--- config.mk ---
export PLATFORM = sky130hd
export DESIGN_NAME = muller_c_pipe
export DESIGN_NICKNAME = d
export VERILOG_FILES = /design/src/rtl/muller_c_pipe.sv
export SDC_FILE = /design/constraint.sdc
export NUM_CORES = 1
export LEC_CHECK = 0
export ABC_CLOCK_PERIOD_IN_PS = 3950
export BUFFER_PORTS_ARGS = -buffer_cell sky130_fd_sc_hd__buf_2
export CAP_MARGIN = 20
export CORE_UTILIZATION = 60
export CTS_CLUSTER_SIZE = 28
export DETAILED_ROUTE_END_ITERATION = 6
export HOLD_SLACK_MARGIN = 0.06
export PLACE_DENSITY = 0.86
export SYNTH_ARGS = -nofsm -noshare
export SYNTH_HDL_FRONTEND = slang
export SYNTH_SLANG_ARGS = --single-unit
--- constraint.sdc ---
create_clock -name clk -period 3.95 [get_ports clk]
set_clock_uncertainty 0.2 [all_clocks]
set_input_delay 0.5925 -clock clk [delete_from_list [all_inputs] [get_ports clk]]
set_output_delay 0.5925 -clock clk [all_outputs]
set_load 0.01 [all_outputs]
--- src/rtl/muller_c_pipe.sv ---
// rtl/muller_c_pipe.sv - clocked Muller C-element micropipeline with four-phase handshakes
//
// Purpose : DEPTH-stage C-element pipeline moving WIDTH-bit tokens between a
//           four-phase upstream (in_req/in_ack) and a four-phase downstream
//           (out_req/out_ack), with a sticky handshake-violation detector.
// Ports   : clk         - single clock, all state on rising edge
//           rst_n       - synchronous active-low reset
//           in_req      - upstream request
//           in_ack      - upstream acknowledge (= c[0])
//           in_data     - upstream token data
//           out_req     - downstream request (= c[DEPTH-1])
//           out_ack     - downstream acknowledge
//           out_data    - downstream token data (= data[DEPTH-1])
//           proto_err   - sticky protocol violation flag
//           stage_state - C-element state vector (only with MULLER_C_STATE_OUT_EN)
// Macro   : MULLER_C_STATE_OUT_EN adds the stage_state port.
module muller_c_pipe #(
    parameter int WIDTH = 8,
    parameter int DEPTH = 4
) (
    input  logic             clk,
    input  logic             rst_n,
    input  logic             in_req,
    output logic             in_ack,
    input  logic [WIDTH-1:0] in_data,
    output logic             out_req,
    input  logic             out_ack,
    output logic [WIDTH-1:0] out_data,
    output logic             proto_err
`ifdef MULLER_C_STATE_OUT_EN
    ,
    output logic [DEPTH-1:0] stage_state
`endif
);

    logic [DEPTH-1:0]            c_q, c_d;
    logic [DEPTH-1:0][WIDTH-1:0] data_q, data_d;
    logic                        err_q, err_d;
    logic                        req_prev_q, req_prev_d;
    logic                        ack_prev_q, ack_prev_d;
    logic                        arm_q, arm_d;

    logic [DEPTH-1:0] a_vec;
    logic [DEPTH-1:0] b_vec;
    logic [DEPTH-1:0] c_chg;
    logic             req_pending;
    logic             ack_idle;

    always_comb begin
        // a: predecessor state (in_req feeds stage 0); b: inverted successor
        // state (~out_ack feeds the last stage). All from current registers.
        a_vec = {c_q[DEPTH-2:0], in_req};
        b_vec = ~{out_ack, c_q[DEPTH-1:1]};

        // C-element as a majority gate: follow a when a==b, else hold.
        c_d   = (a_vec & b_vec) | (c_q & (a_vec | b_vec));
        c_chg = c_d ^ c_q;

        // A stage only flips when its successor already holds its token, so
        // shifting old predecessor data in on a flip never overwrites live data.
        data_d = data_q;
        if (c_chg[0]) begin
            data_d[0] = in_data;
        end
        for (int i = 1; i < DEPTH; i++) begin
            if (c_chg[i]) begin
                data_d[i] = data_q[i-1];
            end
        end

        // Request outstanding last cycle (not yet acknowledged) / downstream
        // had nothing to acknowledge last cycle.
        req_pending = req_prev_q ^ c_q[0];
        ack_idle    = ~(ack_prev_q ^ c_q[DEPTH-1]);

        err_d = err_q;
        if (arm_q) begin
            if (((in_req ^ req_prev_q) & req_pending) |
                ((out_ack ^ ack_prev_q) & ack_idle)) begin
                err_d = 1'b1;
            end
        end

        req_prev_d = in_req;
        ack_prev_d = out_ack;
        arm_d      = 1'b1;
    end

    always_ff @(posedge clk) begin
        if (!rst_n) begin
            c_q        <= '0;
            data_q     <= '0;
            err_q      <= 1'b0;
            arm_q      <= 1'b0;
            // Detectors stay disarmed for one edge after reset so the first
            // post-reset sample becomes the reference.
            req_prev_q <= req_prev_d;
            ack_prev_q <= ack_prev_d;
        end else begin
            c_q        <= c_d;
            data_q     <= data_d;
            err_q      <= err_d;
            arm_q      <= arm_d;
            req_prev_q <= req_prev_d;
            ack_prev_q <= ack_prev_d;
        end
    end

    assign in_ack    = c_q[0];
    assign out_req   = c_q[DEPTH-1];
    assign out_data  = data_q[DEPTH-1];
    assign proto_err = err_q;

`ifdef MULLER_C_STATE_OUT_EN
    assign stage_state = c_q;
`endif

endmodule

==> results.json <==
{
  "status": "complete, no violations",
  "cts_setup_buffers": 0,
  "p_seq_share_pct": 54.8,
  "synthesis.area_sq_um": 1680,
  "ys_seq_elements": 40,
  "gp_congestion": 0.687,
  "grt-ovfl-total": 0,
  "yosysUniqueCellTypes": 23,
  "slowest_stage": "dfxtp_1",
  "avgSynthCellArea_sq_um": 11.0,
  "nets": 179,
  "ctsResizeCount": 0,
  "finalCritPeriodShare_pct": 48.5,
  "vias": 1013,
  "cp.arrival_ps": 1120,
  "synth_edf_count": 0,
  "final_hold_viol_count": 0,
  "rsz0062_at_grt": "false",
  "fmax_mhz": 522,
  "cts_buffer_depth": 2,
  "avgViaCountPerCell": 5.12,
  "clk_pin_slew_ps": 110,
  "drt_pass1_iterations": 4,
  "final_max_slew_viol_count": 0,
  "tightestPinTransition_ps": 515,
  "sw_frac_of_total_pct": 24.7,
  "ctsHoldBuffers": 0,
  "synth-main-ff-cell": "dfxtp_1",
  "fillerInstances": 204,
  "fin_crit_ps": 1920,
  "numCtsBuffers": 5,
  "r2r_end": "data_q[2]",
  "clock_sinks": 40,
  "grt_pass1_vias": 868,
  "die_x_um": 54.8,
  "layout-drive-gt1-share_pct": 22.0,
  "grt.total_usage_pct": 20.1,
  "worstPathRequired_ps": 3160,
  "synthCells": 153,
  "dp_hpwl_um": 1770,
  "initial_utilization_pct": 65.3,
  "ant_nets": 0,
  "cts_root_buffer": "clkbuf_4",
  "crit_chain": "buf_2",
  "power_frac_clock_pct": 32.3,
  "p_sw_w": 0.000199,
  "r2r_setup_slack_ps": 2210,
  "clock_latency_ps": 340,
  "layout_setup_ws_ps": 2030,
  "ioPinCount": 23,
  "wl_um": 2520,
  "pwr_density_cell_nw_per_um2": 449,
  "cap_violations": 0,
  "hp-class": "in2reg",
  "grt_max_degree": 40,
  "startpoint_type": "flip-flop",
  "endpoint": "out_req",
  "port_buffers": 22,
  "die_h_um": 54.8,
  "crit_start": "c_q[3]",
  "power_frac_comb_pct": 12.9,
  "route.detailed.wl_per_inst_um": 12.7,
  "p_leak_nw": 0.728,
  "syn_to_final_growth_pct": 7.47,
  "synthArstFlopShare_pct": 0,
  "crit_fanout": 9,
  "cts_tree": "yes",
  "synth_nets": 165,
  "crit_type": "reg2out",
  "ys_seq_area_share_pct": 47.8,
  "ir_worst_vdd_uv": 317,
  "die-area_sq_um": 3010,
  "rows": 18,
  "intPower_w": 0.000609,
  "drt_iter0_drc": 8,
  "slew_headroom_pct": 65.6,
  "grt_antenna_before_repair": 0,
  "critPathTopFamily": "flip-flops",
  "crit_cells": 1,
  "worst_setup_path_end_kind": "output pin",
  "htreeDepth": 2,
  "critPathBufInv": 1,
  "crit_path_max_incr_delay_ps": 580,
  "drc": 0,
  "r2r_cells": 4,
  "antenna_cells": 0,
  "yosysWarnings": 0,
  "grt_pass1_wl_um": 3980,
  "setup_tns_ps": 0,
  "r2r_start": "c_q[1]",
  "setup_viol": 0,
  "pre_cts_ws_ps": 2090,
  "core_region_area_sq_um": 2570
}
==> state kept, by name (all words and copies together), names as in the netlist <==
signal and cells:
out_data 8, c_q 4, arm_q 1, ack_prev_q 1, proto_err 1, data_q 24
req_prev_q 1
==> layout make-up <==
type	count	area (sq um)	share of cell area [%]
Clock buffer	6	41.3	2.29
Clock inverter	2	35.0	1.95
Inverter	2	7.51	0.417
Multi-Input combinational cell	96	768	42.7
Sequential cell	40	801	44.5
Tap cell	30	37.5	2.08
Timing Repair Buffer	22	110	6.12
==> cells by family (layout without fill, tap and decap cells) <==
logic type	after synthesis	in the layout	share of synthesized area [%]
compound gates	13	13	7.24
buf+inv	17	32	6.35
flops	40	40	47.8
simple gates	51	51	19.5
mux	32	32	19.1
==> power by group through the flow <==
stage               Sequential [W]  Combinational, W  Clock, W
floorplan                 0.000440         0.0000972         0
global placement          0.000450         0.0000988         0
detailed placement        0.000452          0.000105         0
CTS                       0.000443          0.000105  0.000268
global route              0.000447          0.000115  0.000284
finish                    0.000443          0.000104  0.000261
==> cell usage in the layout (no fill, tap or decap), types with 2 or more instances in the layout <==
| cell | Yosys | routed |
|---|---|---|
| and2_1 | 2 | 2 |
| nand2_1 | 4 | 4 |
| nand3b_1 | 3 | 3 |
| inv_1 | 2 | 2 |
| o21ai_4 | 2 | 2 |
| clkbuf_4 | 0 | 5 |
| mux2i_1 | 32 | 32 |
| o21ai_0 | 6 | 6 |
| nor2b_1 | 32 | 32 |
| buf_2 | 1 | 22 |
| a21boi_0 | 2 | 2 |
| nor2_1 | 3 | 3 |
| dfxtp_1 | 40 | 40 |
| nand2b_1 | 3 | 3 |
==> cells in the mapped netlist, types with 2 or more instances <==
| cell type | count | area [sq um] |
|---|---|---|
| clkbuf_1 | 4 | 15.0 |
| a21boi_0 | 2 | 15.0 |
| o21ai_0 | 6 | 30.0 |
| and2_1 | 2 | 12.5 |
| nor2_1 | 3 | 11.3 |
| nand2b_1 | 3 | 18.8 |
| dfxtp_1 | 40 | 801 |
| nor2b_1 | 32 | 200 |
| mux2i_1 | 32 | 320 |
| inv_1 | 2 | 7.51 |
| nand2_1 | 4 | 15.0 |
| nand3b_1 | 3 | 22.5 |
| buf_4 | 9 | 67.6 |
| o21ai_4 | 2 | 32.5 |
==> per-layer routing <==
metal / vias to the layer above / GRT usage (%) / part of all wire (%) / wire (um)
met4: 0 / 11.5 / 2.1 / 53
li1: 527 / - / - / -
met5: - / 0 / 0 / 0
met2: 28 / 29.1 / 44 / 1110
met3: 8 / 8.33 / 4.1 / 103
met1: 450 / 24.6 / 50 / 1260
==> worst min path at each step <==
stage,start,cells past startpoint,to
6_report,out_ack,1,ack_prev_q
5_1_grt,out_ack,1,ack_prev_q
4_1_cts,out_ack,1,ack_prev_q
3_5_place_dp,arm_q,2,proto_err
3_3_place_gp,arm_q,2,proto_err
2_1_floorplan,arm_q,2,proto_err
==> through the flow <==
stage          area (sq um)  total power (W)  hold slack [ps]  instances  util [%]
2_1_floorplan          1680         0.000538              221        153         -
3_3_place_gp           1720         0.000549              230        190      67.2
3_5_place_dp           1720         0.000557              235        190      67.2
4_1_cts                1800         0.000816              186        198      70.1
5_1_grt                1800         0.000845              179        198      70.1
6_report               1800         0.000809              213        198      70.1
Note: power is estimated with default switching activity, not from simulation.
